--- src/rtl/dmem_arb_pkg.sv ---
// Shared types for the data-memory arbiter: read-tracking FSM states, access-width
// codes and the bundled access fields that the arbiter steers onto the memory port.
package dmem_arb_pkg;

  typedef enum logic [1:0] {
    IDLE    = 2'd0,
    RD_CORE = 2'd1,
    RD_DBG  = 2'd2
  } arb_state_t;

  // Width/sign codes carried on *_width; the arbiter passes them through untouched.
  localparam logic [2:0] WIDTH_B  = 3'b000;
  localparam logic [2:0] WIDTH_H  = 3'b001;
  localparam logic [2:0] WIDTH_W  = 3'b010;
  localparam logic [2:0] WIDTH_BU = 3'b100;
  localparam logic [2:0] WIDTH_HU = 3'b101;

  localparam int WAIT_CNT_W = 8;

  typedef struct packed {
    logic        we;
    logic [31:0] addr;
    logic [31:0] wdata;
    logic [2:0]  width;
  } mem_access_t;

  // Steers the granted requester's fields onto the memory port; all-zero when idle.
  function automatic mem_access_t sel_access(input logic core_sel, input logic dbg_sel,
                                             input mem_access_t core_acc,
                                             input mem_access_t dbg_acc);
    mem_access_t acc;
    acc = '0;
    if (core_sel) acc = core_acc;
    else if (dbg_sel) acc = dbg_acc;
    return acc;
  endfunction

endpackage

--- src/rtl/arb_wait_counter.sv ---
// Saturating starvation counter: counts cycles a debug request sits ungranted and
// flags when the count has reached the configured limit.
module arb_wait_counter
  import dmem_arb_pkg::*;
(
  input  logic                  clk,
  input  logic                  reset,
  input  logic                  inc,
  input  logic                  clr,
  input  logic [WAIT_CNT_W-1:0] limit,
  output logic                  at_limit
);

  logic [WAIT_CNT_W-1:0] cnt_q, cnt_d;

  always_comb begin
    cnt_d = cnt_q;
    if (clr) begin
      cnt_d = '0;
    end else if (inc && (cnt_q < limit)) begin
      cnt_d = cnt_q + WAIT_CNT_W'(1);
    end
  end

  always_ff @(posedge clk) begin
    if (reset) begin
      cnt_q <= '0;
    end else begin
      cnt_q <= cnt_d;
    end
  end

  assign at_limit = (cnt_q == limit);

endmodule

--- src/rtl/dmem_arbiter.sv ---
// Two-master (core, debug) arbiter for a single-cycle-latency data memory port.
// Optional feature: define DMEM_ARB_LOCK_EN to add the dbg_lock exclusive-hold input.
module dmem_arbiter
  import dmem_arb_pkg::*;
#(
  parameter int unsigned MAX_WAIT = 8
) (
  input  logic        clk,
  input  logic        reset,

  input  logic        core_req,
  input  logic        core_we,
  input  logic [31:0] core_addr,
  input  logic [31:0] core_wdata,
  input  logic [2:0]  core_width,
  output logic        core_gnt,
  output logic        core_rvalid,
  output logic [31:0] core_rdata,

  input  logic        dbg_req,
  input  logic        dbg_we,
  input  logic [31:0] dbg_addr,
  input  logic [31:0] dbg_wdata,
  input  logic [2:0]  dbg_width,
  output logic        dbg_gnt,
  output logic        dbg_rvalid,
  output logic [31:0] dbg_rdata,

`ifdef DMEM_ARB_LOCK_EN
  input  logic        dbg_lock,
`endif

  output logic        mem_en,
  output logic        mem_we,
  output logic [31:0] mem_addr,
  output logic [31:0] mem_wdata,
  output logic [2:0]  mem_width,
  input  logic [31:0] mem_rdata
);

  localparam logic [WAIT_CNT_W-1:0] WAIT_LIMIT = WAIT_CNT_W'(MAX_WAIT);

  arb_state_t  state_q, state_d;
  logic        core_gnt_d, dbg_gnt_d;
  logic        dbg_starved;
  logic        lock_d;
  mem_access_t core_acc, dbg_acc, mem_acc;

`ifdef DMEM_ARB_LOCK_EN
  assign lock_d = dbg_lock;
`else
  assign lock_d = 1'b0;
`endif

  assign core_acc = '{we: core_we, addr: core_addr, wdata: core_wdata, width: core_width};
  assign dbg_acc  = '{we: dbg_we,  addr: dbg_addr,  wdata: dbg_wdata,  width: dbg_width};

  // Grant decision is purely combinational so the memory sees the access in the
  // request cycle; reset masks every grant so nothing reaches memory while held.
  always_comb begin
    core_gnt_d = 1'b0;
    dbg_gnt_d  = 1'b0;
    if (!reset) begin
      if (lock_d) begin
        dbg_gnt_d = dbg_req;
      end else if (dbg_req && (dbg_starved || !core_req)) begin
        dbg_gnt_d = 1'b1;
      end else begin
        core_gnt_d = core_req;
      end
    end
  end

  arb_wait_counter u_wait_counter (
    .clk      (clk),
    .reset    (reset),
    .inc      (dbg_req && !dbg_gnt_d),
    .clr      (dbg_gnt_d),
    .limit    (WAIT_LIMIT),
    .at_limit (dbg_starved)
  );

  always_comb begin
    state_d = IDLE;
    if (core_gnt_d && !core_we) begin
      state_d = RD_CORE;
    end else if (dbg_gnt_d && !dbg_we) begin
      state_d = RD_DBG;
    end
  end

  always_ff @(posedge clk) begin
    if (reset) begin
      state_q <= IDLE;
    end else begin
      state_q <= state_d;
    end
  end

  assign mem_acc = sel_access(core_gnt_d, dbg_gnt_d, core_acc, dbg_acc);

  // Read return path: the state register names the owner of this cycle's mem_rdata.
  // Reset also masks it so an in-flight read never surfaces.
  always_comb begin
    core_gnt    = core_gnt_d;
    dbg_gnt     = dbg_gnt_d;
    mem_en      = core_gnt_d | dbg_gnt_d;
    mem_we      = mem_acc.we;
    mem_addr    = mem_acc.addr;
    mem_wdata   = mem_acc.wdata;
    mem_width   = mem_acc.width;
    core_rvalid = 1'b0;
    dbg_rvalid  = 1'b0;
    core_rdata  = '0;
    dbg_rdata   = '0;
    if (!reset) begin
      if (state_q == RD_CORE) begin
        core_rvalid = 1'b1;
        core_rdata  = mem_rdata;
      end
      if (state_q == RD_DBG) begin
        dbg_rvalid = 1'b1;
        dbg_rdata  = mem_rdata;
      end
    end
  end

endmodule

--- config.mk ---
export PLATFORM = sky130hd
export DESIGN_NAME = dmem_arbiter
export DESIGN_NICKNAME = d
export VERILOG_FILES = /design/src/rtl/dmem_arb_pkg.sv /design/src/rtl/arb_wait_counter.sv /design/src/rtl/dmem_arbiter.sv
export SDC_FILE = /design/constraint.sdc
export NUM_CORES = 1
export LEC_CHECK = 0
export BUFFER_PORTS_ARGS = -buffer_cell sky130_fd_sc_hd__buf_2
export CAP_MARGIN = 20
export CELL_PAD_IN_SITES_DETAIL_PLACEMENT = 1
export CELL_PAD_IN_SITES_GLOBAL_PLACEMENT = 1
export CORE_AREA = 2 2 121 123
export CTS_BUF_LIST = sky130_fd_sc_hd__clkbuf_4 sky130_fd_sc_hd__clkbuf_8
export DETAILED_ROUTE_END_ITERATION = 12
export DIE_AREA = 0 0 123 125
export PLACE_DENSITY = 0.7
export SYNTH_ARGS = -nofsm -noshare
export SYNTH_HDL_FRONTEND = slang
export SYNTH_SLANG_ARGS = --single-unit
--- constraint.sdc ---
create_clock -name clk -period 1.8 [get_ports clk]
set_input_delay 0.18 -clock clk [delete_from_list [all_inputs] [get_ports clk]]
set_output_delay 0.18 -clock clk [all_outputs]
set_load 0.01 [all_outputs]
Word-level counts from Yosys, hierarchy flattened
Cells that the tools add are included.

cells by class
  eq/ne operators = 3
  muxes and demuxes = 16
  magnitude comparators = 1
  $add $sub $neg = 1
  reductions and logical operators = 12
  bitwise gates (word level) = 1

operators by type and width
  operator                                                               count
  68-bit 2-to-1 mux                                                      2
  32-bit 2-to-1 mux                                                      4
  1-bit 2-to-1 mux                                                       9
  8-bit by 1-bit adder with 8-bit output (second input constant)         1
  8-bit by 4-bit == test with 1-bit output (second input constant)       1
  8-bit by 4-bit < comparator with 1-bit output (second input constant)  1
  1-bit logical AND                                                      5
  1-bit logical NOT                                                      4
  2-bit OR reduction                                                     2
  2-bit by 1-bit == test with 1-bit output (second input constant)       1
  2-bit == test (second input constant)                                  1
  2-bit 2-to-1 mux                                                       1
  1-bit logical OR                                                       1
  1-bit OR                                                               1

word-level totals
  register bits = 10

Logic depth before layout (Yosys ltp)
Gate-level depths: netlist of run 1.

  depth after elaboration = 8
  gate-level depth with buffers = 7
  mapped depth without buffers = 6

By module
Synthesis of run 1 repeated with hierarchy kept, for this count alone.

unflattened totals
  cell total of the unflattened synthesis = 335
  area total of the unflattened synthesis = 2188.3 um^2

by module, submodules not included
  module            times used  cells each  area each (um^2)
  dmem_arbiter      1           259         1571.5
  arb_wait_counter  1           76          616.8

Worst setup path before layout of run 1
Ideal clock, no wire load.

  path type = reg-to-output
  from = register u_wait_counter.cnt_q[4]
  to = output port mem_addr[25]
  data required time = 1.620 ns
  arrival time = 1.714 ns
  cell stages (with the launch flop) = 6
  buffers on the path = 1
  slack = -0.094 ns
  cell sequence = dfxtp_1 or4_4 o21a_4 nor3_4 buf_6 a22o_1

on the way
  word-level cells in the longest chain between the ends = 7
  elaborated cells on any way between the ends = 9

RTL lines
  item                                      line                    source
  start: declaration                        arb_wait_counter.sv:14  logic [WAIT_CNT_W-1:0] cnt_q, cnt_d;
  start signal: assignment                  arb_wait_counter.sv:29  cnt_q <= cnt_d;
  8-bit by 4-bit == test with 1-bit output  arb_wait_counter.sv:33  assign at_limit = (cnt_q == limit);
  1-bit logical OR                          dmem_arbiter.sv:66      end else if (dbg_req && (dbg_starved || !core_req)) begin
  1-bit logical AND                         dmem_arbiter.sv:66
  1-bit 2-to-1 mux                          dmem_arbiter.sv:66
  1-bit 2-to-1 mux                          dmem_arbiter.sv:63      if (!reset) begin
  net dbg_gnt                               dmem_arbiter.sv:25      output logic dbg_gnt,
  68-bit 2-to-1 mux                         dmem_arb_pkg.sv:34      else if (dbg_sel) acc = dbg_acc;
  68-bit 2-to-1 mux                         dmem_arb_pkg.sv:33      if (core_sel) acc = core_acc;
  end: declaration                          dmem_arbiter.sv:35      output logic [31:0] mem_addr,

The timed path passes the listed nets, and every way through them passes these cells.

Final worst setup path of run 1
  from = register u_wait_counter.cnt_q[4]
  to = output port mem_addr[6]

on the way
  word-level cells in the longest chain between the ends = 7
  elaborated cells on any way between the ends = 9

RTL lines
  item                                        line
  8-bit by 4-bit == test with 1-bit output *  arb_wait_counter.sv:33
  1-bit logical OR *                          dmem_arbiter.sv:66
  1-bit logical AND *                         dmem_arbiter.sv:66
  1-bit 2-to-1 mux                            dmem_arbiter.sv:66
  1-bit 2-to-1 mux                            dmem_arbiter.sv:63
  68-bit 2-to-1 mux                           dmem_arb_pkg.sv:34
  68-bit 2-to-1 mux *                         dmem_arb_pkg.sv:33

Mark *: on every way between the ends. The rest lies on a longest branch, timed or not.

==> flow_results.org, run 1 <==
** Drt
- For this block, the routed nets add up to about 11000 µm of wire.
- Number of detailed-route iterations in the first pass :: 4
- Dividing the detail-routed via count by the number of cells gives approximately 4.1.
- The routed layout has approximately 2900 vias.
- Detail-routed net length per standard cell :: roughly 15 µm
- For this run, design rule violations remaining after detail routing come to 0.
- The detailed router finished its first iteration with 69 violations.
- Final ANT Viol Nets :: 0

** GRT
- Number of global-route vias before repair :: around 2900
- In the global route stage, met3 resource usage came out at between 2 and 3%.
- Across every metal layer, demand over resource in global routing totals about 12%.
- Global routing used 25.1% of the available met2 tracks.
- Pin count of the biggest net entering global routing :: 35
- Met1 usage in global routing :: 12.3%
- Layer with the highest usage :: met2
- Aggregate global routing overflow :: 0
- Initial antenna violation count :: 0
- The first global-routing pass estimated 14700 µm of wire.

** Placement
- In this run the tool buffered the top-level ports with slightly above 300 buffer cells.
- Once placement completed, the tool counted placed cells totaling between 600 and 700.
- Once detailed placement completed, the half-perimeter wirelength came to roughly 9200 µm.
- Worst setup timing slack at the placement stage :: -295 ps
- At the end of routability-driven placement, the weighted congestion stood at 0.838.

** Die
- After floorplanning, the core was sized to cover around 0.014 mm².
- The die is about 130 µm tall.
- The floorplan has 44 rows.
- Die X-Extent :: between 100 and 150 µm
- Effective utilization at floorplan :: 11.2%
- Number of top-level pins :: a little over 300
- The die covers about 0.015 mm².

** STA
- Final setup violation count :: 71
- Timing would allow up to about 430 MHz.
- Worst setup slack after layout :: -500 ps
- The hold violation count in the final report was 0.
- Hold slack :: ~120 ps
- In this run the tightest slew margin relative to its limit is between 70 and 80%.
- Count of final max-slew check failures :: 0
- Clock skew on the completed layout was measured at roughly 2.7 ps.
- Final critical-path share of the clock period :: 128%
- Transition time at the pin with the least slew margin :: slightly below 400 ps
- The worst path in the final design needs a cycle of ~2300 ps, including I/O delays and setup.
- Setup repair after global routing could not meet its margin everywhere.

** Run
- Across the run, the number of max-cap violations was 0.

** Cells and area
- The final layout contains approximately 700 nets.
- Count of placed standard cells in the final layout, fillers left out :: 707
- Proportion of layout cells with a drive suffix above 1 :: slightly below 70%
- Sequential cell area :: 200 µm²
- Antenna Cells :: 0
- Area of the multi-input gates :: between 0.001 and 0.0015 mm²
- After filler insertion, the fill cell instance count of the layout stands at 1817.
- Layout area overhead :: 133%

** Clock tree
- Skew-Pair Late Insertion Delay :: ~240 ps
- In this run the clock root is driven by a clkbuf_8.
- Clock slew at the register clock pins of the worst setup and hold paths :: roughly 50 ps
- Maximum clock insertion buffer count :: 2
- TritonCTS built the clock tree.
- H-tree levels :: 1
- TritonCTS created 3 clock buffers.
- Clock Sinks :: 10

** Synth
- Counting every net in the synthesized netlist gives approximately 370.
- Counting flops and latches in the post-synthesis netlist gives 10.
- The synthesized design contains 0 enable-type register cells.
- After synthesis, the most frequently instantiated cells are 64 x a22o_1, 64 x and2_1, 13 x clkbuf_1.
- Yosys warning total :: 0
- Fraction of registers with async set or reset after synthesis :: 0%
- Summed over all instances, the cell type with the most area after synthesis is a22o_1.
- Post-Syn Instances :: about 200
- The number of different library cells used by synthesis comes to 26.
- Post-synth top area share :: approximately a third
- In the post-synthesis netlist, the biggest area contributors are a22o_1 35%, and2_1 25%, dfxtp_1 13%.
- Among all flip-flop cells after synthesis, the most frequent one is dfxtp_1.
- Mean area per synthesized cell :: about 8 µm²
- Sequential cells were found to cover roughly an eighth of the synthesized design area.
- The cell area that synthesis handed to floorplanning was about 0.0016 mm².

** Setup path
- Crit Path Category :: reg -> out
- STA classifies the critical path startpoint as a flip-flop.
- The worst setup path is captured at an output port.
- Data arrives at the worst endpoint at between 2000 and 2500 ps.
- Data on the critical path is required at its endpoint by ~1600 ps.
- Of all nets on the critical path, the largest fanout is 15.

** Power and ir drop
- For this design the ratio of total power to cell area is between 300 and 400 mW/mm².
- Pleak :: 2.24 nW
- Worst vdd ir :: 0.135 mV

** Status
- Violated checks :: setup timing
- Run status :: finished with violations

** Hold path
- Min-delay worst type :: in -> reg
[routing by layer]
metal,vias up,part of all wire [%]
met5,-,0
met4,0,0.47
met3,5,11
met2,190,53
met1,1314,35
li1,1385,-
[power breakdown]
group	internal, mW	switching (mW)	total [mW]
Combinational	0.361	0.289	0.650
Sequential	0.226	0.00221	0.228
Clock	0.193	0.0917	0.284
Total	0.780	0.383	1.16
[timing repair]
action,4_1_cts,5_1_grt
gates cloned,0,1
endpoints found under the setup margin,71,71
hold buffers,0,0
resized for setup,6,11
buffers inserted,1,2
[worst paths after layout]
path | start | end | slack [ps] | cells after the start
worst min-delay path | core_we | state_q[0]$_SDFF_PP0_ | 120 | 2
worst max register to register | u_wait_counter.cnt_q[4]$_SDFFE_PP0P_ | u_wait_counter.cnt_q[5]$_SDFFE_PP0P_ | 100 | 6
worst min register to register | u_wait_counter.cnt_q[6]$_SDFFE_PP0P_ | u_wait_counter.cnt_q[6]$_SDFFE_PP0P_ | 510 | 1
worst max-delay path | u_wait_counter.cnt_q[4]$_SDFFE_PP0P_ | mem_addr[6] | -500 | 7
[final cells by class]
class / count / share of cell area [%]
Tap cell: 184 / 6.20
Sequential cell: 10 / 5.39
Timing Repair Buffer: 343 / 52.3
Multi-Input combinational cell: 163 / 34.3
Inverter: 3 / 0.303
Clock buffer: 4 / 1.48
[stage by stage]
stage               TNS [ps]  util [%]  power (mW)  instance area, µm²
floorplan              -5500         -       0.482                1600
global placement      -13640      25.0       0.860                3550
detailed placement    -16230      25.0       0.865                3550
CTS                   -33520      25.7        1.17                3650
global route          -37130      26.2        1.24                3720
finish                -30610      26.2        1.16                3720
[state kept, by name, indices dropped and copies added (netlist names)]
signal,cells
state_q,2
u_wait_counter.cnt_q,8
[cells in the final DEF (no fill, tap or decap), drive strengths merged]
| master | count |
|---|---|
| a22o | 68 |
| and2 | 64 |
| buf | 343 |
| clkbuf | 4 |
| dfxtp | 10 |
| ha | 2 |
| inv | 3 |
| mux2i | 1 |
| nand3 | 2 |
| nand3b | 1 |
| nand4 | 1 |
| nor2 | 1 |
| nor2b | 1 |
| nor3 | 6 |
| nor3b | 7 |
| nor4 | 2 |
| o21a | 1 |
| o21ba | 2 |
| or2 | 1 |
| or4 | 1 |
| xnor2 | 1 |
| xor2 | 1 |
[cells by family after synthesis]
kind of cell | count (synthesis) | synth area share (%)
AO/OA/AOI/OAI | 71 | 39.8
adder cells (fa/ha/maj) | 2 | 1.57
AND/OR/NAND/NOR | 87 | 35.2
multiplexers | 1 | 0.626
flip-flops | 10 | 12.5
buffers and inverters | 24 | 9.16
XOR/XNOR | 2 | 1.10
[worst max-delay path: stages, from the launching register on]
cell and delay [ps]:
dfxtp_1 300, or4_4 550, o21a_4 230, nor3_4 170
buf_8 190, buf_12 150, a22o_1 140, buf_2 140
Power figures use the tool's default switching activity.
==> run 2: changes to the inputs <==
--- a/config.mk
+++ b/config.mk
@@ -7,10 +7,10 @@
 export LEC_CHECK = 0
 export BUFFER_PORTS_ARGS = -buffer_cell sky130_fd_sc_hd__buf_2
 export CAP_MARGIN = 20
-export CELL_PAD_IN_SITES_DETAIL_PLACEMENT = 1
+export CELL_PAD_IN_SITES_DETAIL_PLACEMENT = 0
 export CELL_PAD_IN_SITES_GLOBAL_PLACEMENT = 1
 export CORE_AREA = 2 2 121 123
-export CTS_BUF_LIST = sky130_fd_sc_hd__clkbuf_4 sky130_fd_sc_hd__clkbuf_8
+export CTS_BUF_LIST = sky130_fd_sc_hd__clkbuf_2
 export DETAILED_ROUTE_END_ITERATION = 12
 export DIE_AREA = 0 0 123 125
 export PLACE_DENSITY = 0.7
==> run 2 against run 1 <==
Compared with the run above: the run still ends with setup timing left; routed wire length down 8.1%; sequential share of layout area increased by 0.082 points; sequential power about the same; highest routed layer unchanged; clock power decreased by 55%; largest power group unchanged; global-route usage decreased by 1.5 points.
==> flow_results.org, run 2 (same netlist as run 1, synthesis figures left out) <==
** Status
- The flow ran to the end, but the final reports show violations.
- The final reports fail on setup timing.

** Placement
- Global placement routability congestion :: 0.838 (unchanged)
- Placed wire-length estimate :: 8400 µm (-9.1%)
- Count of buffers inserted at the top-level ports :: 308 (unchanged)

** STA
- Count of final max-slew check failures :: 0 (unchanged)
- Transition time at the pin with the least slew margin :: 387 ps (-5.39 ps)
- Worst setup slack after layout :: -548 ps (-47.9 ps)
- Layout Skew :: 10.7 ps (+8.00 ps)
- The hold slack is 94.6 ps (-23.6 ps).
- Setup repair after global routing could not meet its margin everywhere.
- The final critical delay including setup and external delays came to 2350 ps (+47.9 ps).
- The number of setup violations in the final report is 71 (unchanged).
- The normalized max-slew margin came to 74.0% (+0.36 points).
- The hold violation count in the final report came to 0 (unchanged).
- Final critical-path share of the clock period :: 130% (+2.7 points)
- The timing-limited maximum frequency is 426 MHz (-2.0%).

** Cells and area
- The fraction of final layout cells sized beyond drive strength 1 is 69.3% (+0.25 points).
- Largest registers :: u_wait_counter.cnt_q x8, state_q x2
- Layout area overhead :: 131%
- Ranked by flip-flop count, first place goes to u_wait_counter.cnt_q.
- Largest register FFs :: 8 (unchanged)
- The library cell used most frequently in the layout, excluding fill and tap cells, is buf_2.
- The net count of the finished layout is 699 (+0.14%).
- Antenna Cells :: 0 (unchanged)
- Top library cells by usage in the layout, fill and taps aside :: 305 x buf_2, 64 x a22o_1, 64 x and2_1, 21 x buf_4, 12 x buf_6

** Power and ir drop
- The clock share of power was 12.8% (-12 points).
- Design Power :: 1.00 mW (-14%)
- Internal power :: 0.633 mW (-19%)
- Flop pwr share :: 22.7% (+3.1 points)
- Net switching power figure :: 0.369 mW (-3.6%)
- Logic gate share of total power :: 64.5% (+8.6 points)
- The maximum vdd ir drop is 0.109 mV (-20%).
- Switching portion of total power :: 36.8% (+3.9 points)
- Power per cell area :: 272 mW/mm² (-13%)
- Pleak :: 2.23 nW (-0.53%)

** Setup path
- Launch instance of the worst register-to-register path :: u_wait_counter.cnt_q[4]$_SDFFE_PP0P_
- The internal reg-to-reg setup slack is 70 ps (-30 ps).
- The required time of the critical path was 1620 ps (about the same).
- Critical R2R Capture :: u_wait_counter.cnt_q[4]$_SDFFE_PP0P_
- Endpoint arrival time on the critical path :: 2170 ps (+50 ps)
- The delay of the slowest cell on the worst path was 540 ps (about the same).
- The worst setup path is of the reg -> out kind.
- Largest driver fanout on the critical path :: 15 (unchanged)
- The worst reg-to-reg path cell count came to 7 (+1).
- Critical path launch point type :: flip-flop
- Crit-path slowest cell :: or4_4
- The worst setup path is captured at an output port.
- Crit-path cells :: or4_4 -> o21a_4 -> nor3_4 -> buf_6 -> buf_12 -> a22o_1 -> buf_2

** Hold path
- Min-delay worst type :: in -> reg
- Depth of the worst hold-timing path :: 2 (unchanged)
- The path with the worst hold slack has its endpoint at state_q[0]$_SDFF_PP0_.
- Origin of the worst min-delay path :: core_we

** Die
- The placeable core region is 0.0142 mm² (unchanged).
- The floorplan die area came to 0.0154 mm² (unchanged).
- Number of top-level pins :: 309 (unchanged)
- The horizontal die dimension was 123 µm (unchanged).
- Effective utilization at floorplan :: 11.2% (unchanged)
- FP Rows :: 44 (unchanged)
- The vertical die dimension came to 125 µm (unchanged).

** Clock tree
- The clock slew at the register clock pins of the worst setup and hold paths came to 100 ps (+50 ps).
- H-tree levels :: 1 (unchanged)
- The buffer depth of the longest clock path came to 2 (unchanged).
- TritonCTS built the clock tree.
- Root Buffer Master :: clkbuf_2
- Clock Sinks :: 10 (unchanged)
- Total clock buffers created by CTS :: 3 (unchanged)
- Skew-Pair Late Insertion Delay :: 250 ps (about the same)

** Drt
- The average wire length per cell after detail routing was 13.6 µm (-8.2%).
- Violation count after the first detailed-routing iteration :: 117 (+70%)
- The via count normalized by instance count was 4.03 (-1.6%).
- Number of design rule violations left after detail routing :: 0 (unchanged)
- The total detailed-routing wirelength came to 9660 µm (-8.1%).
- Routed via count :: 2853 (-1.4%)
- Number of detailed-route iterations in the first pass :: 4 (unchanged)
- The number of antenna-violating nets in the routed design was 0 (unchanged).

** Run
- The reported max-cap violation count is 0 (unchanged).

** GRT
- The via count of the first global-routing pass was 2606 (-9.2%).
- Initial antenna violation count :: 0 (unchanged)
- GRT Overall Usage :: 10.8% (-1.5 points)
- The maximum number of pins on one net before global-route repair was 35 (unchanged).
- Wire length of the first global-routing pass :: 13000 µm (-12%)
- Aggregate global routing overflow :: 0 (unchanged)
run 2: worst max path at each step:
stage,start,to,slack [ps],cells past startpoint
after CTS,u_wait_counter.cnt_q[4]$_SDFFE_PP0P_,mem_addr[8],-540,7
after floorplan,u_wait_counter.cnt_q[4]$_SDFFE_PP0P_,mem_addr[25],-90,5
after global routing,u_wait_counter.cnt_q[4]$_SDFFE_PP0P_,mem_addr[6],-630,7
after global placement,u_wait_counter.cnt_q[4]$_SDFFE_PP0P_,mem_addr[8],-250,7
after detailed placement,u_wait_counter.cnt_q[4]$_SDFFE_PP0P_,mem_addr[8],-260,6
final,u_wait_counter.cnt_q[4]$_SDFFE_PP0P_,mem_addr[8],-550,7
run 2: final cells by class:
cell class	count	area (µm²)
inverters	3	11.3
clock buffers	3	15.0
repair buffers	344	1940
multi-input cells	163	1280
flip-flops and latches	10	201
well taps	184	230
fillers	1600	10500
clock inverters	1	3.75
run 2: metrics by stage:
stage | util (%) | instances | setup TNS (ps) | instance area [µm²] | setup slack (ps)
floorplan | - | 197 | -5500 | 1600 | -94.2
global placement | 25.0 | 699 | -13640 | 3550 | -248
detailed placement | 25.0 | 699 | -15860 | 3550 | -263
CTS | 25.4 | 705 | -33470 | 3610 | -537
global route | 25.9 | 708 | -41370 | 3680 | -627
finish | 25.9 | 708 | -33930 | 3680 | -548
run 2: power by group through the flow:
stage	Clock, mW	Combinational, mW	Sequential [mW]
6_report	0.128	0.647	0.227
5_1_grt	0.145	0.702	0.228
4_1_cts	0.135	0.637	0.228
3_5_place_dp	0	0.625	0.233
3_3_place_gp	0	0.628	0.233
2_1_floorplan	0	0.249	0.233
run 2: routing by layer:
layer	wire, µm	track usage, %
met5	0	0
met3	955	1.37
met1	3490	11.7
met2	5190	21.8
met4	21	1.60
run 2: worst max-delay path: cells and delay by family (launching register included):
family,cells,cell delay [ps]
buffers and inverters,3,470
AOI/OAI and AO/OA,2,370
and+or+nand+nor,2,740
DFF,1,330
run 2: repair_timing:
item,in CTS,in global routing
setup buffers,2,2
pin swaps,1,0
resized for setup,5,13
hold buffers,0,0
gates cloned,0,1
setup endpoints to repair,71,71
